===== src/rtl/nw_cell_scorer_if.sv =====
// Beat/result handshake bundle for nw_cell_scorer.
// The scorer uses the slave side; the feeder and consumer use the master side.
interface nw_cell_scorer_if #(
    parameter int W = 9
);
    logic                in_valid;
    logic                in_ready;
    logic                match;
    logic signed [W-1:0] diag;
    logic signed [W-1:0] up;
    logic signed [W-1:0] lx;
    logic                out_valid;
    logic                out_ready;
    logic signed [W-1:0] max;
    logic [2:0]          symbol;
    logic                calc;

    modport master (
        output in_valid, match, diag, up, lx, out_ready,
        input  in_ready, out_valid, max, symbol, calc
    );

    modport slave (
        input  in_valid, match, diag, up, lx, out_ready,
        output in_ready, out_valid, max, symbol, calc
    );
endinterface


===== src/rtl/nw_cell_scorer.sv =====
// Two-stage Needleman-Wunsch cell scorer with a cell counter and a sticky saturation flag.
// Optional macro NW_LOCAL_EN enables Smith-Waterman local scoring with a running best score.
module nw_cell_scorer #(
    parameter int          W          = 9,
    parameter int          GAP        = -2,
    parameter int          MATCH      = 1,
    parameter int          MISMATCH   = -1,
    parameter logic [2:0]  ARROW_LX   = 3'b100,
    parameter logic [2:0]  ARROW_UP   = 3'b010,
    parameter logic [2:0]  ARROW_DIAG = 3'b001,
    parameter int          CNT_W      = 16
) (
    input  logic                clk,
    input  logic                rst,
    input  logic                clr,
    nw_cell_scorer_if.slave     bus,
    output logic [CNT_W-1:0]    cells,
    output logic                sat,
    output logic signed [W-1:0] best
);
    localparam int                  SENT_I     = 2**(W-1) - 1;
    localparam logic signed [W-1:0] SENT       = W'(SENT_I);
    localparam logic signed [W-1:0] ZERO       = '0;
    localparam logic signed [W:0]   C_HI       = (W+1)'(SENT_I - 1);
    localparam logic signed [W:0]   C_LO       = (W+1)'(-(2**(W-1)));
    localparam logic signed [W:0]   GAP_E      = (W+1)'(GAP);
    localparam logic signed [W:0]   MATCH_E    = (W+1)'(MATCH);
    localparam logic signed [W:0]   MISMATCH_E = (W+1)'(MISMATCH);

    function automatic logic signed [W-1:0] f_sat(input logic signed [W:0] v);
        if (v > C_HI)      f_sat = C_HI[W-1:0];
        else if (v < C_LO) f_sat = C_LO[W-1:0];
        else               f_sat = v[W-1:0];
    endfunction

    function automatic logic f_clamped(input logic signed [W:0] v);
        f_clamped = (v > C_HI) || (v < C_LO);
    endfunction

    // Ordering by candidate score, then by raw predecessor; ties favour the first argument.
    function automatic logic f_ge(input logic signed [W-1:0] c_a, input logic signed [W-1:0] r_a,
                                  input logic signed [W-1:0] c_b, input logic signed [W-1:0] r_b);
        f_ge = (c_a > c_b) || ((c_a == c_b) && (r_a >= r_b));
    endfunction

    logic                r_s1_valid;
    logic                r_s1_sent;
    logic                r_s1_clamp;
    logic signed [W-1:0] r_dc, r_uc, r_lc;
    logic signed [W-1:0] r_rd, r_ru, r_rl;

    logic                r_out_valid;
    logic signed [W-1:0] r_max;
    logic [2:0]          r_symbol;
    logic                r_calc;
    logic                r_out_clamp;

    logic [CNT_W-1:0]    r_cells;
    logic                r_sat;

    logic                w_in_ready;
    logic                w_in_fire;
    logic                w_s2_load;
    logic                w_out_fire;
    logic                w_sent;
    logic signed [W:0]   w_dc_raw, w_uc_raw, w_lc_raw;
    logic                w_diag_wins, w_up_wins;
    logic signed [W-1:0] w_win_score;
    logic [2:0]          w_win_sym;
    logic signed [W-1:0] w_max;
    logic [2:0]          w_symbol;
    logic                w_calc;

    assign w_in_ready = rst && (!r_s1_valid || !r_out_valid || bus.out_ready);
    assign w_in_fire  = bus.in_valid && w_in_ready;
    assign w_s2_load  = r_s1_valid && (!r_out_valid || bus.out_ready);
    assign w_out_fire = r_out_valid && bus.out_ready;

    assign w_sent   = (bus.diag == SENT) || (bus.up == SENT) || (bus.lx == SENT);
    assign w_dc_raw = $signed({bus.diag[W-1], bus.diag}) + (bus.match ? MATCH_E : MISMATCH_E);
    assign w_uc_raw = $signed({bus.up[W-1], bus.up}) + GAP_E;
    assign w_lc_raw = $signed({bus.lx[W-1], bus.lx}) + GAP_E;

    always_comb begin
        w_diag_wins = f_ge(r_dc, r_rd, r_uc, r_ru) && f_ge(r_dc, r_rd, r_lc, r_rl);
        w_up_wins   = !w_diag_wins && f_ge(r_uc, r_ru, r_lc, r_rl);
        w_win_score = r_lc;
        w_win_sym   = ARROW_LX;
        if (w_diag_wins) begin
            w_win_score = r_dc;
            w_win_sym   = ARROW_DIAG;
        end else if (w_up_wins) begin
            w_win_score = r_uc;
            w_win_sym   = ARROW_UP;
        end

        w_max    = w_win_score;
        w_symbol = w_win_sym;
        w_calc   = 1'b1;
`ifdef NW_LOCAL_EN
        // The implicit zero candidate wins whenever nothing scores above it.
        if (w_win_score <= ZERO) begin
            w_max    = ZERO;
            w_symbol = 3'b000;
        end
`endif
        if (r_s1_sent) begin
            w_max    = SENT;
            w_symbol = 3'b000;
            w_calc   = 1'b0;
        end
    end

    always_ff @(posedge clk) begin
        if (!rst) begin
            r_s1_valid  <= 1'b0;
            r_s1_sent   <= 1'b0;
            r_s1_clamp  <= 1'b0;
            r_dc        <= ZERO;
            r_uc        <= ZERO;
            r_lc        <= ZERO;
            r_rd        <= ZERO;
            r_ru        <= ZERO;
            r_rl        <= ZERO;
            r_out_valid <= 1'b0;
            r_max       <= SENT;
            r_symbol    <= 3'b000;
            r_calc      <= 1'b0;
            r_out_clamp <= 1'b0;
        end else begin
            if (w_in_fire) begin
                r_s1_valid <= 1'b1;
                r_s1_sent  <= w_sent;
                r_s1_clamp <= !w_sent && (f_clamped(w_dc_raw) || f_clamped(w_uc_raw) ||
                                          f_clamped(w_lc_raw));
                r_dc       <= f_sat(w_dc_raw);
                r_uc       <= f_sat(w_uc_raw);
                r_lc       <= f_sat(w_lc_raw);
                r_rd       <= bus.diag;
                r_ru       <= bus.up;
                r_rl       <= bus.lx;
            end else if (w_s2_load) begin
                r_s1_valid <= 1'b0;
            end

            if (w_s2_load) begin
                r_out_valid <= 1'b1;
                r_max       <= w_max;
                r_symbol    <= w_symbol;
                r_calc      <= w_calc;
                r_out_clamp <= r_s1_clamp;
            end else if (w_out_fire) begin
                r_out_valid <= 1'b0;
            end
        end
    end

    always_ff @(posedge clk) begin
        if (!rst || clr) begin
            r_cells <= '0;
            r_sat   <= 1'b0;
        end else if (w_out_fire && r_calc) begin
            r_cells <= r_cells + CNT_W'(1);
            if (r_out_clamp) r_sat <= 1'b1;
        end
    end

`ifdef NW_LOCAL_EN
    logic signed [W-1:0] r_best;

    always_ff @(posedge clk) begin
        if (!rst || clr) begin
            r_best <= ZERO;
        end else if (w_out_fire && r_calc && (r_max > r_best)) begin
            r_best <= r_max;
        end
    end

    assign best = r_best;
`else
    assign best = ZERO;
`endif

    assign bus.in_ready  = w_in_ready;
    assign bus.out_valid = r_out_valid;
    assign bus.max       = r_max;
    assign bus.symbol    = r_symbol;
    assign bus.calc      = r_calc;
    assign cells         = r_cells;
    assign sat           = r_sat;
endmodule

===== src/flat_wrapper.sv =====
// flat-port wrapper written by rule: the top's interface ports become plain ports
module nw_cell_scorer_flat 
#(
    parameter int          W          = 9,
    parameter int          GAP        = -2,
    parameter int          MATCH      = 1,
    parameter int          MISMATCH   = -1,
    parameter logic [2:0]  ARROW_LX   = 3'b100,
    parameter logic [2:0]  ARROW_UP   = 3'b010,
    parameter logic [2:0]  ARROW_DIAG = 3'b001,
    parameter int          CNT_W      = 16
)
  (clk, rst, clr, cells, sat, best, bus_in_valid, bus_match, bus_diag, bus_up, bus_lx, bus_out_ready, bus_in_ready, bus_out_valid, bus_max, bus_symbol, bus_calc);
  nw_cell_scorer_if #(.W(W)) bus_i ();
  input  logic clk;
  input  logic rst;
  input  logic clr;
  output logic [CNT_W-1:0] cells;
  output logic sat;
  output logic signed [W-1:0] best;
  input wire logic [$bits(bus_i.in_valid)-1:0] bus_in_valid;
  input wire logic [$bits(bus_i.match)-1:0] bus_match;
  input wire logic [$bits(bus_i.diag)-1:0] bus_diag;
  input wire logic [$bits(bus_i.up)-1:0] bus_up;
  input wire logic [$bits(bus_i.lx)-1:0] bus_lx;
  input wire logic [$bits(bus_i.out_ready)-1:0] bus_out_ready;
  output wire logic [$bits(bus_i.in_ready)-1:0] bus_in_ready;
  output wire logic [$bits(bus_i.out_valid)-1:0] bus_out_valid;
  output wire logic [$bits(bus_i.max)-1:0] bus_max;
  output wire logic [$bits(bus_i.symbol)-1:0] bus_symbol;
  output wire logic [$bits(bus_i.calc)-1:0] bus_calc;
  assign bus_i.in_valid = bus_in_valid;
  assign bus_i.match = bus_match;
  assign bus_i.diag = bus_diag;
  assign bus_i.up = bus_up;
  assign bus_i.lx = bus_lx;
  assign bus_i.out_ready = bus_out_ready;
  assign bus_in_ready = bus_i.in_ready;
  assign bus_out_valid = bus_i.out_valid;
  assign bus_max = bus_i.max;
  assign bus_symbol = bus_i.symbol;
  assign bus_calc = bus_i.calc;
  nw_cell_scorer #(.W(W), .GAP(GAP), .MATCH(MATCH), .MISMATCH(MISMATCH), .ARROW_LX(ARROW_LX), .ARROW_UP(ARROW_UP), .ARROW_DIAG(ARROW_DIAG), .CNT_W(CNT_W)) u_core (.clk(clk), .rst(rst), .clr(clr), .bus(bus_i), .cells(cells), .sat(sat), .best(best));
endmodule

===== config.mk =====
export PLATFORM = sky130hd
export DESIGN_NAME = nw_cell_scorer_flat
export DESIGN_NICKNAME = d
export VERILOG_FILES = /design/src/rtl/nw_cell_scorer_if.sv /design/src/rtl/nw_cell_scorer.sv /design/src/flat_wrapper.sv
export SDC_FILE = /design/constraint.sdc
export NUM_CORES = 1
export LEC_CHECK = 0
export ABC_CLOCK_PERIOD_IN_PS = 3800
export BUFFER_PORTS_ARGS = -buffer_cell sky130_fd_sc_hd__buf_2
export CAP_MARGIN = 5
export CORE_UTILIZATION = 60
export DETAILED_ROUTE_END_ITERATION = 12
export PLACE_DENSITY_LB_ADDON = 0.1
export SYNTH_ARGS = -nofsm -noshare
export SYNTH_HDL_FRONTEND = slang
export SYNTH_SLANG_ARGS = --single-unit
export TNS_END_PERCENT = 10

===== constraint.sdc =====
create_clock -name clk -period 3.8 [get_ports clk]
set_clock_uncertainty 0.05 [all_clocks]
set_input_delay 0.38 -clock clk [delete_from_list [all_inputs] [get_ports clk]]
set_output_delay 0.38 -clock clk [all_outputs]
set_load 0.05 [all_outputs]

==> metrics, run 1 <==
CP Class=register to register; Core ar.=9371 sq um; Final Worst Setup Slack=1025 ps; CP peak stage delay=460 ps; num rows=35; total grt overflow=0; post-CTS setup buffer count=0; critical-path maximum fanout=11; Initial Util=62.58%; Synth async-reset ratio=0%; CTS tree=yes; Post-CTS Resized=0; Yosys warning total=0; number of synthesized flops with an enable pin=0; register area share after synthesis=30.38%; clk_lat worst skew=360 ps; GRT Max-Usage Layer=met2; initial antenna violation count=0; reg-to-reg slack, setup=1030 ps; run status=finished, final reports clean; die area=10170 sq um; Design Area, Final=6424 sq um; Routed Antenna Nets=0; synthesis-to-layout area growth=9.537%; DP HPWL=11.16 mm; first-pass GRT wire length=23.62 mm; Placed Area=6213 sq um; CTS Buf Count=9; Layout Nets=869; total wire length=14.40 mm; clk slew on worst S/H paths=100 ps; Sw Ratio=35.71%; FF+latch area=1782 sq um; drt pass-1 iters=5; setup TNS=0 ps; WL/cell=15.93 um; number of library cell types mapped by synthesis=70; synthesized cell area=5864 sq um; CTS H-tree depth=3; Residual DRC=0; CTS Buffer Depth=2; Synth Register Bits=89; GP Congestion=0.9105; worst rel slew slack=49.78%; Final Max Slew Viols=0; Hold Buf Count CTS=0; CP required=4010 ps; crit path time final=2775 ps; sequential share of power=41.9%; Ant. Diodes=0; CP startpoint=u_core.r_rl[6]$_SDFFE_PN0P_; IO Count=74; Vias/cell=5.804; pre-CTS WS=935.4 ps; M3 GR Usage=4.924%; Tot GR Track Use=29.89%; drt first-iter violations=247; Sw Pwr=0.9057 mW; Die Y=100.9 um; clock sinks=89; Setup Viol. Count Final=0; GR Layer Usage met2=46.10%; R2R depth=10; Worst path slowest cell=a2111oi_0; Die W=100.9 um; area of the multi-input gates=3699 sq um; Pleak=2.840 nW; internal power=1.631 mW; fin crit share=73.02%; post-synthesis cell count=722; reg2reg end=u_core.bus.max[0]$_SDFFE_PN1P_; Fmax=360.4 MHz; Max-Cap Viols=0; Port Buf Inserts=64; largest net degree at the start of global routing=79; VDD IR max=0.0002336 V; share of layout cells above drive strength 1=13.16%; Placed Instances=888; Final Hold Viols=0; Via Count=5247; Synth Flop Type=dfxtp_1; Worst Max-Slew Pin Slew=747.6 ps; Logic pwr share=30.4%; pwr dens=394.9 nW/um^2; root buf cell=clkbuf_8; syn_area_per_cell=8.122 sq um; fillers=815; worst setup path end=u_core.bus.max[0]$_SDFFE_PN1P_; RSZ-0062 raised after global routing=false; met1 Usage GRT=43.38%; critical path cell sequence=inv_1 > ha_1 > a21o_1 > a2111oi_0 > o211ai_1 > o32ai_2 > buf_4 > mux2_2 > mux2i_1 > a21oi_1; Worst setup EP type=register; Non-Filler Instances=904; Final Core Density=68.54%; vias in the first global route=4762; Arr. time, crit path=2990 ps; worst flop-to-flop path startpoint=u_core.r_rl[6]$_SDFFE_PN0P_; Hold Path Class=input port to register; clock share of power=27.7%; Critical Path Start Type=register
[flip-flops by register name, indices dropped and copies added, names as in the netlist, 3 cells and up]
signal,flops
u_core.cells,16
u_core.bus.symbol,3
u_core.r_lc,9
u_core.bus.max,9
u_core.r_dc,9
u_core.r_rd,9
u_core.r_ru,9
u_core.r_uc,9
u_core.r_rl,9
[worst max-delay path: cells and delay by family (launching register included)]
family          cells  cell delay, ps
compound gates      5            1120
buf+inv             2             330
flops               1             350
fa+ha+maj           1             310
mux                 2             510
[power by group through the flow]
stage / clock, mW / combinational (mW) / sequential, mW
after global placement: 0 / 0.742 / 1.08
after global routing: 0.755 / 0.857 / 1.07
after detailed placement: 0 / 0.759 / 1.08
after floorplan: 0 / 0.547 / 1.11
after CTS: 0.713 / 0.766 / 1.06
final: 0.704 / 0.771 / 1.06
[cell usage in the layout, fill, tap and decap left out, drive strengths merged, types with 18 or more instances in the layout]
| master | instances |
|---|---|
| dfxtp | 89 |
| nand2 | 79 |
| buf | 69 |
| ha | 65 |
| nand3 | 65 |
| inv | 61 |
| nor2 | 54 |
| o21ai | 38 |
| a21oi | 37 |
| mux2i | 21 |
| xor2 | 18 |
[Yosys cell counts, types with 3 or more instances]
library cell  number  area share, %
dfxtp_1           89             30
nand2_1           79            5.1
ha_1              65             14
nand3_1           65            5.5
inv_1             57            3.6
nor2_1            53            3.4
a21oi_1           36            3.1
o21ai_0           36            3.1
clkbuf_1          23            1.5
mux2i_1           21            3.6
xor2_1            18            2.7
nor3_1            13            1.1
buf_4             10            1.3
nand2b_1          10            1.1
nor2b_1            9           0.96
o21a_1             9            1.2
xnor2_1            9            1.3
and3_1             7           0.75
nand4_1            7           0.75
o31ai_1            7           0.90
a21boi_0           6           0.77
a21o_1             6           0.77
maj3_1             6            1.0
nand4b_1           5           0.75
a2111oi_0          4           0.60
a211oi_1           4           0.51
and2_1             4           0.43
o211ai_1           4           0.51
a31oi_1            3           0.32
and4_1             3           0.45
buf_1              3           0.19
nand3b_1           3           0.38
nor4_1             3           0.32
nor4b_1            3           0.45
or3_1              3           0.32
[worst min path at each step]
| stage | start | end | slack, ps | cells past startpoint |
|---|---|---|---|---|
| after floorplan | u_core.r_lc[2]$_SDFFE_PN0P_ | u_core.r_lc[2]$_SDFFE_PN0P_ | 380 | 2 |
| after global placement | u_core.r_lc[2]$_SDFFE_PN0P_ | u_core.r_lc[2]$_SDFFE_PN0P_ | 390 | 2 |
| after detailed placement | u_core.r_rl[4]$_SDFFE_PN0P_ | u_core.r_rl[4]$_SDFFE_PN0P_ | 400 | 2 |
| after CTS | bus_diag[4] | u_core.r_rd[4]$_SDFFE_PN0P_ | 180 | 3 |
| after global routing | bus_diag[4] | u_core.r_rd[4]$_SDFFE_PN0P_ | 200 | 3 |
| final | bus_diag[4] | u_core.r_rd[4]$_SDFFE_PN0P_ | 190 | 3 |
[metal layers]
metal	vias up	share of wire [%]
met2	181	44
met4	0	1.4
li1	2617	-
met1	2434	49
met5	-	0
met3	15	6.0
[stage by stage]
stage,hold slack (ps),power [mW]
4_1_cts,184.5,2.539
6_report,193.3,2.536
3_5_place_dp,398.1,1.841
2_1_floorplan,380.2,1.660
3_3_place_gp,392.7,1.822
5_1_grt,198.9,2.682
[layout make-up]
cell class	instances	area share, %
Clock buffer	10	2.143
Multi-Input combinational cell	544	57.58
Inverter	57	3.331
Timing Repair Buffer	69	5.571
Sequential cell	89	27.74
Tap cell	129	2.513
Clock inverter	6	1.130
[cell families after synthesis]
kind of cell | count (synthesis) | share of synthesized area (%)
buf+inv | 97 | 7.147
other cells | 1 | 0.06395
mux | 22 | 3.776
flops | 89 | 30.38
xor+xnor | 28 | 4.310
compound gates | 138 | 15.89
simple gates | 275 | 23.19
fa+ha+maj | 72 | 15.23
Note: power is estimated with default switching activity, not from simulation.
==> run 2, diff against run 1 <==
--- a/config.mk
+++ b/config.mk
@@ -5,10 +5,10 @@
 export SDC_FILE = /design/constraint.sdc
 export NUM_CORES = 1
 export LEC_CHECK = 0
-export ABC_CLOCK_PERIOD_IN_PS = 3800
+export ABC_CLOCK_PERIOD_IN_PS = 2700
 export BUFFER_PORTS_ARGS = -buffer_cell sky130_fd_sc_hd__buf_2
 export CAP_MARGIN = 5
-export CORE_UTILIZATION = 60
+export CORE_UTILIZATION = 59
 export DETAILED_ROUTE_END_ITERATION = 12
 export PLACE_DENSITY_LB_ADDON = 0.1
 export SYNTH_ARGS = -nofsm -noshare
==> constraint.sdc (replaced) <==
create_clock -name clk -period 2.7 [get_ports clk]
set_clock_uncertainty 0.05 [all_clocks]
set_input_delay 0.27 -clock clk [delete_from_list [all_inputs] [get_ports clk]]
set_output_delay 0.27 -clock clk [all_outputs]
set_load 0.05 [all_outputs]
==> run 2 against run 1 <==
Clock power grew 41%. Wire length grew 0.81%. Sequential power grew 41%. Count of clock-buffer cells in the layout grew 1. Sequential share of layout area shrank 0.47 points. Global-route usage grew 0.18 points. Die area grew 1.7%. Worst hold slack lost 100 ps. Setup slack lost 920 ps. Core utilization shrank 1.1 points. Cell area grew 1.7%.
==> metrics, run 2 (synthesis results as in run 1) <==
M3 GR Usage=6.487% (was 4.924%); final hold slack=89.72 ps (was 193.3 ps); vias in the first global route=4872 (was 4762); Pleak=2.889 nW (was 2.840 nW); met1 Usage GRT=41.54% (was 43.38%); Worst setup EP type=register (unchanged); Tot GR Track Use=30.07% (was 29.89%); Port Buf Inserts=64 (unchanged); GP Congestion=0.9120 (was 0.9105); largest net degree at the start of global routing=70 (was 79); Placed Area=6291 sq um (was 6213 sq um); crit path time final=2596 ps (was 2775 ps); Core ar.=9684 sq um (was 9371 sq um); Non-Filler Instances=918 (was 904); number of flip-flops in the largest register=16 (unchanged); drt pass-1 iters=5 (unchanged); CTS tree=yes (unchanged); Final Max Slew Viols=0 (unchanged); drt first-iter violations=307 (was 247); root buf cell=clkbuf_8 (unchanged); CTS Buffer Depth=2 (unchanged); initial antenna violation count=0 (unchanged); critical path cell sequence=inv_1 > ha_1 > a21o_1 > a2111oi_2 > o211ai_1 > o32ai_2 > buf_4 > mux2_2 > mux2i_1 > a21oi_1 (was inv_1 > ha_1 > a21o_1 > a2111oi_0 > o211ai_1 > o32ai_2 > buf_4 > mux2_2 > mux2i_1 > a21oi_1); die area=10340 sq um (was 10170 sq um); IO Count=74 (unchanged); worst rel slew slack=51.09% (was 49.78%); Critical Path Start Type=register (unchanged); setup TNS=0 ps (unchanged); run status=finished, final reports clean (unchanged); Die Y=101.7 um (was 100.9 um); Arr. time, crit path=2820 ps (was 2990 ps); DP HPWL=11.25 mm (was 11.16 mm); Vias/cell=5.747 (was 5.804); Routed Antenna Nets=0 (unchanged); CP peak stage delay=390 ps (was 460 ps); VDD IR max=0.0002949 V (was 0.0002336 V); Layout Nets=879 (was 869); Design Area, Final=6535 sq um (was 6424 sq um); Worst Max-Slew Pin Slew=732.8 ps (was 747.6 ps); Fmax=385.3 MHz (was 360.4 MHz); Initial Util=60.56% (was 62.58%); num rows=36 (was 35); most common cell after layout, fill and taps aside=dfxtp_1 (unchanged); Ant. Diodes=0 (unchanged); GR Layer Usage met2=46.00% (was 46.10%); total wire length=14.52 mm (was 14.40 mm); share of layout cells above drive strength 1=14.52% (was 13.16%); synthesis-to-layout area growth=11.44% (was 9.537%); Placed Instances=900 (was 888); most frequent cells in the layout=dfxtp_1, nand2_1, ha_1 (unchanged); Residual DRC=0 (unchanged); CP Class=register to register (unchanged); Final Hold Viols=0 (unchanged); Die W=101.7 um (was 100.9 um); total grt overflow=0 (unchanged); WL/cell=15.81 um (was 15.93 um); clk_lat worst skew=370 ps (was 360 ps); Setup Viol. Count Final=0 (unchanged); first-pass GRT wire length=23.93 mm (was 23.62 mm); CP required=2920 ps (was 4010 ps); Worst path slowest cell=a2111oi_2 (was a2111oi_0); pwr dens=554.7 nW/um^2 (was 394.9 nW/um^2); GRT Max-Usage Layer=met2 (unchanged); CTS H-tree depth=3 (unchanged); clock sinks=89 (unchanged); fin crit share=96.13% (was 73.02%); clk slew on worst S/H paths=100 ps (about the same); critical-path maximum fanout=2 (was 11); Final Core Density=67.48% (was 68.54%); Hold Buf Count CTS=0 (unchanged); Via Count=5276 (was 5247); Max-Cap Viols=0 (unchanged); CTS Buf Count=9 (unchanged); Hold Path Class=input port to register (unchanged); fillers=828 (was 815)
==> run 2: changes by cell type in the layout (fill, tap and decap cells not counted), sizes merged <==
cell,before,now
buf,69,79
inv,61,58
clkinvlp,0,2
clkbuf,10,11
==> run 2: through the flow <==
stage / power [mW] / setup slack (ps)
floorplan: 2.336 / 306.2
global placement: 2.583 / 120.8
detailed placement: 2.624 / 39.48
CTS: 3.606 / 14.56
global route: 3.844 / -7.881
finish: 3.625 / 104.4
==> run 2: critical path: cells and delay by family, from the launching register on <==
family	cells	cell delay, ps
compound gates	5	1100
fa+ha+maj	1	310
buf+inv	2	250
flops	1	350
mux	2	440
==> run 2: layout make-up <==
cell class | instances | area (sq um) | area share (%)
sequential | 89 | 1782 | 27.26
clock inverter | 5 | 62.56 | 0.9573
inverter | 57 | 214.0 | 3.274
clock buffer | 11 | 151.4 | 2.317
tap | 133 | 166.4 | 2.546
timing repair buffer | 79 | 449.2 | 6.873
multi-input combinational | 544 | 3710 | 56.77
==> run 2: repair_timing <==
action / in CTS / in global routing
gates resized for setup: 2 / 2
endpoints found under the setup margin: 7 / 9
pin swaps: 0 / 1
setup buffers: 0 / 2
==> run 2: power breakdown <==
group          total, mW  switching [mW]  internal [mW]
clock network      0.991           0.507          0.483
registers           1.49          0.0846           1.41
logic               1.14           0.682          0.461
total               3.62            1.27           2.35
==> run 2: final timing paths <==
kind                                from                             end  slack, ps  depth (start not counted)
max reg2reg  u_core.r_rl[6]$_SDFFE_PN0P_  u_core.bus.max[0]$_SDFFE_PN1P_        100                         10
min reg2reg  u_core.r_rl[5]$_SDFFE_PN0P_     u_core.r_rl[5]$_SDFFE_PN0P_        410                          2
min                          bus_diag[3]     u_core.r_rd[3]$_SDFFE_PN0P_         90                          3
max          u_core.r_rl[6]$_SDFFE_PN0P_  u_core.bus.max[0]$_SDFFE_PN1P_        100                         10
==> run 2: routing by layer <==
metal	vias to the layer above	wire length (um)
met5	-	0
met4	0	341
met3	30	788
met2	148	6527
met1	2460	6861
li1	2638	-
==> run 3, diff against run 2 <==
--- a/config.mk
+++ b/config.mk
@@ -8,6 +8,7 @@
 export ABC_CLOCK_PERIOD_IN_PS = 2700
 export BUFFER_PORTS_ARGS = -buffer_cell sky130_fd_sc_hd__buf_2
 export CAP_MARGIN = 5
+export CORE_ASPECT_RATIO = 0.75
 export CORE_UTILIZATION = 59
 export DETAILED_ROUTE_END_ITERATION = 12
 export PLACE_DENSITY_LB_ADDON = 0.1
==> run 3 against run 2 <==
Global-route usage rose by 1.3 points. Non-clock buffer count down 3. First-iteration DRC count grew 54%. Setup slack improved by 3.1 ps. Total power rose by 14%. Core utilization increased by 1.5 points. Final cell count down 0.44%. Critical path depth down 1. Cell area up 1.9%. Largest cell class unchanged. Highest routed layer unchanged.
==> metrics, run 3 (synthesis results as in run 1) <==
run status=finished, final reports clean (unchanged); critical-path maximum fanout=2 (unchanged); CP required=2880 ps (was 2920 ps); Max-Cap Viols=0 (unchanged); num rows=31 (was 36); Critical Path Start Type=register (unchanged); CTS tree=yes (unchanged); synthesis-to-layout area growth=13.57% (was 11.44%); largest net degree at the start of global routing=79 (was 70); critical path cell sequence=inv_1 > ha_1 > a21o_1 > a2111oi_2 > o211ai_1 > o32ai_2 > mux2_2 > mux2i_2 > a21oi_1 (was inv_1 > ha_1 > a21o_1 > a2111oi_2 > o211ai_1 > o32ai_2 > buf_4 > mux2_2 > mux2i_1 > a21oi_1); worst flop-to-flop path startpoint=u_core.r_rl[6]$_SDFFE_PN0P_ (unchanged); first-pass GRT wire length=24.63 mm (was 23.93 mm); DP HPWL=11.74 mm (was 11.25 mm); total grt overflow=0 (unchanged); CTS Buf Count=9 (unchanged); reg-to-reg slack, setup=110 ps (was 100 ps); die area=10350 sq um (was 10340 sq um); Ant. Diodes=0 (unchanged); worst rel slew slack=58.63% (was 51.09%); VDD IR max=0.0002759 V (was 0.0002949 V); fillers=829 (was 828); Worst path slowest cell=mux2_2 (was a2111oi_2); setup TNS=0 ps (unchanged); RSZ-0062 raised after global routing=true; share of layout cells above drive strength 1=14.19% (was 14.52%); reg2reg end=u_core.bus.max[0]$_SDFFE_PN1P_ (unchanged); crit path time final=2593 ps (was 2596 ps); clk_lat worst skew=340 ps (was 370 ps); Die Y=88.34 um (was 101.7 um); Residual DRC=0 (unchanged); Initial Util=60.72% (was 60.56%); Hold Path Sink=u_core.r_rd[2]$_SDFFE_PN0P_ (was u_core.r_rd[3]$_SDFFE_PN0P_); vias in the first global route=4920 (was 4872); Worst setup EP type=register (unchanged); root buf cell=clkbuf_16 (was clkbuf_8); Port Buf Inserts=64 (unchanged); Final Hold Viols=0 (unchanged); IO Count=74 (unchanged); Final Max Slew Viols=0 (unchanged); Routed Antenna Nets=0 (unchanged); Vias/cell=5.856 (was 5.747); Placed Area=6295 sq um (was 6291 sq um); total wire length=15.44 mm (was 14.52 mm); Hold Path Class=input port to register (unchanged); most frequent cells in the layout=dfxtp_1, nand2_1, ha_1 (unchanged); worst path bufs/invs=1 (was 2); Via Count=5352 (was 5276); drt pass-1 iters=5 (unchanged); CP top delay family=compound AO/OA/AOI/OAI gates (unchanged); WL/cell=16.89 um (was 15.81 um); Die W=117.1 um (was 101.7 um); CP peak stage delay=390 ps (about the same); CP startpoint=u_core.r_rl[6]$_SDFFE_PN0P_ (unchanged); CTS H-tree depth=3 (unchanged); most common cell after layout, fill and taps aside=dfxtp_1 (unchanged); Fmax=385.7 MHz (was 385.3 MHz); CP Class=register to register (unchanged); Arr. time, crit path=2770 ps (was 2820 ps); Worst Hold Depth=3 (unchanged); clk slew on worst S/H paths=70 ps (was 100 ps); Setup Viol. Count Final=0 (unchanged); CTS Buffer Depth=2 (unchanged); initial antenna violation count=0 (unchanged); Tot GR Track Use=31.39% (was 30.07%); Design Area, Final=6660 sq um (was 6535 sq um); number of flip-flops in the largest register=16 (unchanged); drt first-iter violations=474 (was 307); GP Congestion=0.9074 (was 0.9120); Worst Max-Slew Pin Slew=620.5 ps (was 732.8 ps); Pleak=2.948 nW (was 2.889 nW); Core ar.=9658 sq um (was 9684 sq um); fin crit share=96.02% (was 96.13%); clock sinks=89 (unchanged); Layout Nets=876 (was 879); R2R depth=9 (was 10); Pwr Total=4.147 mW (was 3.625 mW); final hold slack=107.6 ps (was 89.72 ps); Hold Crit Start=bus_diag[2] (was bus_diag[3]); pwr dens=622.7 nW/um^2 (was 554.7 nW/um^2)
## run 3: changes by cell type in the layout (fill, tap and decap cells not counted), sizes merged
| cell | before | now |
|---|---|---|
| clkinv | 1 | 2 |
| bufinv | 1 | 3 |
| clkbuf | 11 | 10 |
| clkinvlp | 2 | 0 |
| buf | 79 | 76 |
## run 3: cell type report
class                   count  area (sq um)  area share [%]
multi-input cells         544          3709           55.68
flip-flops and latches     89          1782           26.75
repair buffers             76         439.2           6.594
clock buffers              10         239.0           3.588
inverters                  57         214.0           3.212
well taps                 132         165.2           2.480
clock inverters             6         112.6           1.691
## run 3: layer usage
layer	vias up	global-route usage (%)	wire length, um
met5	-	0	0
met4	0	8.516	204
met3	22	7.740	1054
met2	169	48.14	6731
met1	2529	44.00	7447
li1	2632	-	-
## run 3: repair_timing
action,4_1_cts,5_1_grt
gates resized for setup,2,2
hold buffers,0,0
pin swaps,0,1
buffers inserted,0,0
setup endpoints to repair,8,9
## run 3: worst min-delay path, stage by stage
cell,delay [ps]
buf_2,110
nand2_1,50
nand2_1,50
## run 3: worst max path at each step
stage | end | slack, ps | cells past startpoint
after CTS | u_core.bus.max[6]$_SDFFE_PN1P_ | 50 | 10
after floorplan | u_core.r_dc[0]$_SDFFE_PN0P_ | 310 | 9
final | u_core.bus.max[0]$_SDFFE_PN1P_ | 110 | 9
after global routing | u_core.bus.max[2]$_SDFFE_PN1P_ | -20 | 10
after global placement | u_core.r_dc[0]$_SDFFE_PN0P_ | 120 | 10
after detailed placement | u_core.bus.max[6]$_SDFFE_PN1P_ | 8 | 10
## run 3: stage by stage
stage	instances	setup WS [ps]	util, %
global route	914	-20.29	68.96
floorplan	730	306.2	-
CTS	914	49.76	68.88
finish	914	107.5	68.96
detailed placement	898	8.461	65.18
global placement	898	118.4	65.18
## run 3: report_power, final
part / internal [mW] / total [mW] / switching (mW)
Combinational: 0.466 / 1.15 / 0.689
Sequential: 1.41 / 1.50 / 0.0937
Clock: 0.934 / 1.49 / 0.557
